$ cat src/rtl/pipe_pkg.sv
`default_nettype none
// ============================================================================
//  Module      : pipe_pkg
//  Description : Shared types and constants for the pipeline skid buffer.
//                - pipe_skid_state_e : control state, explicit 2-bit encoding
//                - SkidDepth         : number of storage entries (main + skid)
//  Revision    : 1.0  initial release
// ============================================================================
package pipe_pkg;

    localparam int SkidDepth = 2;

    // Bit 0 set means the main entry is valid; bit 1 set means the skid
    // entry is valid. 2'b10 is unused and recovers to EMPTY.
    typedef enum logic [1:0] {
        EMPTY = 2'b00,
        BUSY  = 2'b01,
        FULL  = 2'b11
    } pipe_skid_state_e;

endpackage : pipe_pkg
`default_nettype wire

$ cat src/rtl/pipe_skid_buffer_dffr.sv
`default_nettype none
// ============================================================================
//  Module      : pipe_skid_buffer_dffr
//  Description : Reset-value flip-flop cell. Loads d on every rising CLK edge;
//                an asynchronous low RSTN forces q to DRST.
//  Ports       : CLK  - clock
//                RSTN - asynchronous active-low reset
//                d    - next value (load-enable mux lives in the caller)
//                q    - registered value
//  Revision    : 1.0  initial release
// ============================================================================
module pipe_skid_buffer_dffr #(
    parameter int          WIDTH = 8,
    parameter logic [WIDTH-1:0] DRST  = '0
) (
    input  logic             CLK,
    input  logic             RSTN,
    input  logic [WIDTH-1:0] d,
    output logic [WIDTH-1:0] q
);

    always_ff @(posedge CLK or negedge RSTN) begin
        if (!RSTN) begin
            q <= DRST;
        end else begin
            q <= d;
        end
    end

endmodule : pipe_skid_buffer_dffr
`default_nettype wire

$ cat src/rtl/pipe_skid_buffer.sv
`default_nettype none
// ============================================================================
//  Module      : pipe_skid_buffer
//  Description : Two-entry valid/ready skid buffer. Full throughput, one-cycle
//                forward latency, in_ready and out_valid driven from flops.
//  Ports       : CLK       - clock, rising edge
//                RSTN      - asynchronous active-low reset
//                flush     - synchronous clear of all held words
//                in_valid  - producer word present on in_data
//                in_ready  - buffer can accept a word (registered)
//                in_data   - producer word
//                out_valid - main entry holds a word (registered)
//                out_ready - consumer accepts out_data
//                out_data  - main entry word (registered)
//                count     - occupancy 0..2 (registered)
//  Revision    : 1.0  initial release
// ============================================================================
module pipe_skid_buffer
    import pipe_pkg::*;
#(
    parameter int               Width  = 8,
    parameter logic [Width-1:0] RstVal = '0
) (
    input  logic             CLK,
    input  logic             RSTN,
    input  logic             flush,
    input  logic             in_valid,
    output logic             in_ready,
    input  logic [Width-1:0] in_data,
    output logic             out_valid,
    input  logic             out_ready,
    output logic [Width-1:0] out_data,
    output logic [1:0]       count
);

    localparam logic [1:0] c_max_count = 2'(SkidDepth);

    pipe_skid_state_e r_state;
    pipe_skid_state_e w_state_next;

    logic             r_in_ready;
    logic             r_out_valid;
    logic [1:0]       r_count;

    logic             w_in_fire;
    logic             w_out_fire;
    logic             w_in_ready_next;
    logic             w_out_valid_next;
    logic [1:0]       w_count_next;

    logic [Width-1:0] w_main_d;
    logic [Width-1:0] w_skid_d;
    logic [Width-1:0] w_main_q;
    logic [Width-1:0] w_skid_q;

    assign w_in_fire  = in_valid  & r_in_ready;
    assign w_out_fire = r_out_valid & out_ready;

    // ------------------------------------------------------------------
    // State register. Handshake flags and count are registered alongside
    // the state so that no output passes through decode logic.
    // ------------------------------------------------------------------
    always_ff @(posedge CLK or negedge RSTN) begin
        if (!RSTN) begin
            r_state     <= EMPTY;
            r_in_ready  <= 1'b1;
            r_out_valid <= 1'b0;
            r_count     <= 2'd0;
        end else begin
            r_state     <= w_state_next;
            r_in_ready  <= w_in_ready_next;
            r_out_valid <= w_out_valid_next;
            r_count     <= w_count_next;
        end
    end

    // ------------------------------------------------------------------
    // Next-state logic. Flush overrides every transfer; the unused
    // encoding falls through to EMPTY.
    // ------------------------------------------------------------------
    always_comb begin
        w_state_next = EMPTY;
        if (!flush) begin
            case (r_state)
                EMPTY: w_state_next = w_in_fire ? BUSY : EMPTY;
                BUSY: begin
                    if (w_in_fire && !w_out_fire) begin
                        w_state_next = FULL;
                    end else if (w_out_fire && !w_in_fire) begin
                        w_state_next = EMPTY;
                    end else begin
                        w_state_next = BUSY;
                    end
                end
                FULL:    w_state_next = w_out_fire ? BUSY : FULL;
                default: w_state_next = EMPTY;
            endcase
        end
    end

    // ------------------------------------------------------------------
    // Output / datapath logic: next values of the registered flags and
    // the D inputs of the two storage cells (hold = feed q back).
    // ------------------------------------------------------------------
    always_comb begin
        w_in_ready_next  = (w_state_next != FULL);
        w_out_valid_next = (w_state_next != EMPTY);
        case (w_state_next)
            BUSY:    w_count_next = 2'd1;
            FULL:    w_count_next = c_max_count;
            default: w_count_next = 2'd0;
        endcase

        w_main_d = w_main_q;
        w_skid_d = w_skid_q;
        if (flush) begin
            w_main_d = RstVal;
            w_skid_d = RstVal;
        end else begin
            case (r_state)
                EMPTY: begin
                    if (w_in_fire) begin
                        w_main_d = in_data;
                    end
                end
                BUSY: begin
                    if (w_in_fire && w_out_fire) begin
                        w_main_d = in_data;
                    end else if (w_in_fire) begin
                        w_skid_d = in_data;
                    end else if (w_out_fire) begin
                        w_main_d = RstVal;
                    end
                end
                FULL: begin
                    if (w_out_fire) begin
                        w_main_d = w_skid_q;
                        w_skid_d = RstVal;
                    end
                end
                default: begin
                    w_main_d = RstVal;
                    w_skid_d = RstVal;
                end
            endcase
        end
    end

    pipe_skid_buffer_dffr #(
        .WIDTH (Width),
        .DRST  (RstVal)
    ) u_main (
        .CLK  (CLK),
        .RSTN (RSTN),
        .d    (w_main_d),
        .q    (w_main_q)
    );

    pipe_skid_buffer_dffr #(
        .WIDTH (Width),
        .DRST  (RstVal)
    ) u_skid (
        .CLK  (CLK),
        .RSTN (RSTN),
        .d    (w_skid_d),
        .q    (w_skid_q)
    );

    assign in_ready  = r_in_ready;
    assign out_valid = r_out_valid;
    assign out_data  = w_main_q;
    assign count     = r_count;

`ifndef SYNTHESIS
    always @(posedge CLK) begin
        if (RSTN) begin
            assert (!(r_out_valid && $isunknown(w_main_q)))
                else $error("out_data is X while out_valid is high");
            assert (r_count <= c_max_count)
                else $error("count exceeds buffer depth");
        end
    end
`endif

endmodule : pipe_skid_buffer
`default_nettype wire

$ cat config.mk
export PLATFORM = sky130hd
export DESIGN_NAME = pipe_skid_buffer
export DESIGN_NICKNAME = d
export VERILOG_FILES = /design/src/rtl/pipe_pkg.sv /design/src/rtl/pipe_skid_buffer_dffr.sv /design/src/rtl/pipe_skid_buffer.sv
export SDC_FILE = /design/constraint.sdc
export NUM_CORES = 1
export LEC_CHECK = 0
export ABC_AREA = 1
export CAP_MARGIN = 5
export CORE_ASPECT_RATIO = 0.8
export CORE_UTILIZATION = 43
export CTS_BUF_LIST = sky130_fd_sc_hd__clkbuf_4 sky130_fd_sc_hd__clkbuf_8
export CTS_CLUSTER_SIZE = 25
export DETAILED_ROUTE_END_ITERATION = 6
export PLACE_DENSITY = 0.69
export SYNTH_ARGS = -nofsm -noshare
export SYNTH_HDL_FRONTEND = slang
export SYNTH_HIERARCHICAL = 1
export SYNTH_SLANG_ARGS = --single-unit
export TNS_END_PERCENT = 1
$ cat constraint.sdc
create_clock -name CLK -period 1.5 [get_ports CLK]
set_clock_uncertainty 0.15 [all_clocks]
set_input_delay 0.3 -clock CLK [delete_from_list [all_inputs] [get_ports CLK]]
set_output_delay 0.3 -clock CLK [all_outputs]
set_load 0.03 [all_outputs]
Word level (Yosys, flattened, before mapping)
Cells that the tools add are included.
Word-level totals
  output and inout port bits: 12
  word-level logic and storage cells: 46
  register bits after elaboration: 22
  input bits: 13
Cells by class
  muxes and demuxes: 17
  reduce and logical (&&, ||, !) cells: 9
  eq/ne operators: 12
  bitwise operators: 2
Operators with widths (number)
  $mux 8: 8
  $pmux 8 s3: 2
  $ne 3x3->1 const B: 4
  $ne 4x4->1 const B: 2
  $reduce_and 4->1: 2
  $mux 2: 3
  $pmux 2 s3: 1
  $eq 2x1->1 const B: 2
  $eq 2x2->1 const B: 2
  $ne 2x2->1 const B: 2
  $pmux 2 s2: 1
  $logic_and 1x1->1: 3
  $and 1x1->1: 2
  $logic_not 1->1: 2
  $logic_not 2->1: 1
  $mux 1: 2
  $reduce_bool 2->1: 1

Depth between registers and ports, before layout
  depth in word-level cells: 9
  mapped depth: 9
  mapped depth without buffers: 8

Modules after synthesis
Netlist, hierarchy kept.
Modules (own cells, without submodules)
  pipe_skid_buffer: instances 1, cells each 222, area an instance 1202.4 um2
  pipe_skid_buffer_dffr: instances 2, cells each 8, area an instance 200.2 um2

Worst setup path before layout
No wires, ideal clock.
  path kind: register to register
  from: reg r_in_ready, in the netlist in_ready
  to: reg u_skid.q[6]
  setup time: 119 ps
  cell stages (with the launch flop): 8
  path buffers: 2
  data required time: 1231 ps
  slack: -104 ps
  arrival: 1335 ps
  path through: dfstp_2 -> buf_6 -> nand2_4 -> buf_6 -> a21oi_4 -> nand2_1 -> nand2_1 -> a21oi_2
On the way
  word-level cells in the longest chain between the ends: 4
  elaborated cells on any way between the ends: 5
RTL lines
  start: declaration: line pipe_skid_buffer.sv:41  | logic r_in_ready;
  start signal: assignment: line pipe_skid_buffer.sv:71  | r_in_ready <= w_in_ready_next;
  $and 1x1->1 *: line pipe_skid_buffer.sv:56  | assign w_in_fire = in_valid & r_in_ready;
  $logic_and 1x1->1: line pipe_skid_buffer.sv:127  | if (w_in_fire && w_out_fire) begin
  $ne 3x3->1 (no line)
  $reduce_and 4->1 (no line) *
  end signal: assignment: line pipe_skid_buffer_dffr.sv:24  | q <= DRST;
  end signal: assignment: line pipe_skid_buffer_dffr.sv:26  | q <= d;
  end: declaration: line pipe_skid_buffer_dffr.sv:19  | output logic [WIDTH-1:0] q
Mark *: on every way between the ends. The rest lies on a longest branch, timed or not.
A chain may end at the register's enable or synchronous reset.

Final worst setup path
  from: reg r_in_ready, in the netlist in_ready
  to: out in_ready
RTL lines
  end: declaration: line pipe_skid_buffer.sv:28  | output logic in_ready,
No word-level cell between the ends.

==> impl_metrics.toml <==
[worst_setup_path]
cpPeakStageDelay_ns = 0.58
cp_data_required_time_ns = 1.05
r2r_setup_slack_ns = 0.03
cp_slowest_cell = "dfstp_2"
r2r-start = "in_ready"
arrival_ns = 1.06
critical_path_class = "flop to output pin"
end_kind = "output pin"
rr_endpoint = "u_main/q[6]"
worstSetupStartpointType = "flop"
critical_path.max_fanout = 2
crit_path_cell_trace = "buf_6 -> buf_6"
path_common_cell = "buf_6"
reg2regPathDepth = 6

[final_layout]
diodes = 0
multi_input_area_um2 = 813.3
seq_area_um2 = 553.0
drive_above_1_share = 0.1993
fill_cells = 323
area_delta_synth_final_pct = 27.95
fin_nets = 290

[clocking]
clk_path_buf_depth = 2
clk_latency_ns = 0.26
cts_sinks = 22
clk_pin_slew_worst_paths_ns = 0.08
cts_tree = "built"
hold_buffers = 0
cts_buffers = 3
root_buffer = "clkbuf_8"
h-tree-depth = 1

[timing]
setup_viol = 1
rsz0062_at_grt = "yes"
finalHoldViolCount = 0
min_period_over_period = 1.009
fin_tns_setup_ns = -0.01339
tightest_slew_ns = 0.3123
fin_crit_ns = 1.513
setup_slack_ns = -0.01339
slew_headroom = 0.7926
whs_ns = 0.2251
fmax_mhz = 660.8
finalMaxSlewViolations = 0

[floorplan]
die_area_um2 = 3977
fp-row-count = 19
io_pins = 25
start_util = 0.4586
core_um2 = 3495
die_h_um = 56.61
die_width_um = 70.26

[power_and_ir_drop]
p_comb_frac = 0.385
ir_drop_mv = 0.5041
power_uw = 1830
p_leak_uw = 0.001104
power_switching_uw = 661.8
p_per_area_nw_per_um2 = 892.4
cellInternalPower_uw = 1168
netSwitchingFraction = 0.3616
clock_power_share = 0.238
p_seq_frac = 0.377

[route]
avgViaCountPerCell = 5.006
antenna_left = 0
drc_errors = 0
first_iter_violations = 84
vias = 1592
drt-total-wl_um = 3824
dr.pass1.iters = 5
route.detailed.wl_per_inst_um = 12.03

[run]
cap_viol_max_count = 0

[global_routing]
overflow = 0
grt_max_degree = 23
grt_antenna_before_repair = 0
first_global_vias = 1493
grt_pass1_wl_um = 6555
grt.total_usage = 0.2065

[logic_synthesis]
synth_top_cells_by_area = "dfrtp_1, nand2_1, nand3_1"
syn_inst = 238
netlist_area_um2 = 1603
yosys_warnings = 6
synth.distinct_cells = 21
syn_nets = 251
yosysTopAreaCellShare = 0.3279
synth.largest_area_cell = "dfrtp_1"
yosysSeqAreaShare = 0.3443
ys_ff_latch = 22
syn_area_per_cell_um2 = 6.734

[placed_design]
portBuffers = 24
gp_congestion = 0.8366
dp_hpwl_um = 2815

[worst_hold_path]
hold_path_class = "input port to async pin"

[run_status]
status = "finished, violations left"
violations = "setup timing"
routing by layer:
metal | wire [µm] | GRT usage | part of all wire | vias to the layer above
met5 | 0 | 0 | 0 | -
met2 | 1815 | 0.3415 | 0.47 | 44
li1 | - | - | - | 807
met3 | 194 | 0.04488 | 0.051 | 4
met1 | 1797 | 0.2868 | 0.47 | 737
met4 | 17 | 0.02000 | 0.0044 | 0
Yosys cell counts, drive strengths merged:
cell type	instances
nand2	95
nor2	21
inv	36
dfrtp	21
a21oi	12
clkbuf	1
nand3	39
dfstp	1
buf	9
o21ai	2
clkinv	1
cell families (layout without fill, tap and decap cells):
| kind of cell | after synthesis | in the layout | synth area share |
|---|---|---|---|
| buffers and inverters | 47 | 85 | 0.1577 |
| AO/OA/AOI/OAI | 14 | 14 | 0.06479 |
| flip-flops | 22 | 22 | 0.3443 |
| AND/OR/NAND/NOR | 155 | 155 | 0.4333 |
critical path: cells and delay by family, from the launching register on:
| kind | cells | cell delay, ns |
|---|---|---|
| DFF | 1 | 0.58 |
| buffers and inverters | 2 | 0.23 |
per-stage QoR:
stage	instance area [µm²]	util	std cells	setup WS, ns
after floorplan	1603	-	238	-0.1040
after global placement	1946	0.5567	311	-0.2164
after detailed placement	1946	0.5567	311	-0.2291
after CTS	2003	0.5732	315	-0.08290
after global routing	2051	0.5868	318	-0.06182
final	2051	0.5868	318	-0.01339
final cells by class:
type,instances,area share
tap,42,0.02563
inverter,37,0.06955
multi-input combinational,169,0.3966
timing repair buffer,44,0.2117
sequential,22,0.2697
clock buffer,4,0.02685
registers in the layout, summed over array words and instances, names as in the netlist:
name / cells
out_valid: 1
count: 2
r_state: 2
u_skid/q: 8
u_main/q: 8
in_ready: 1
worst max path at each step:
stage,startpoint,slack (ns),to
2_1_floorplan,in_ready,-0.10,u_skid/q[6]
3_3_place_gp,out_ready,-0.22,u_main/q[2]
3_5_place_dp,out_ready,-0.23,u_main/q[2]
4_1_cts,in_ready,-0.08,in_ready
5_1_grt,in_ready,-0.06,u_main/q[6]
6_report,in_ready,-0.01,in_ready
placed cells by master, fill, tap and decap left out, types with 3 or more instances in the layout:
cell / count
nand2_1: 90
nand3_1: 39
inv_1: 34
dfrtp_1: 20
buf_4: 20
nor2_1: 16
clkdlybuf4s50_1: 10
a21oi_1: 5
a21oi_2: 5
clkbuf_8: 4
dlygate4sd2_1: 4
buf_12: 4
nand2_4: 3
buf_6: 3
power by group through the flow:
| stage | logic, µW | clock network (µW) | registers, µW |
|---|---|---|---|
| final | 704 | 435 | 691 |
| after global routing | 785 | 467 | 698 |
| after CTS | 685 | 451 | 690 |
| after detailed placement | 690 | 0 | 702 |
| after global placement | 681 | 0 | 702 |
| after floorplan | 397 | 0 | 763 |
timing repair:
item                       4_1_cts  5_1_grt
cloned                           0        0
pin swaps                        0        5
gates resized for setup          8        8
buffers inserted                 0        3
setup endpoints to repair        7       12
(Power assumes the default switching activity.)
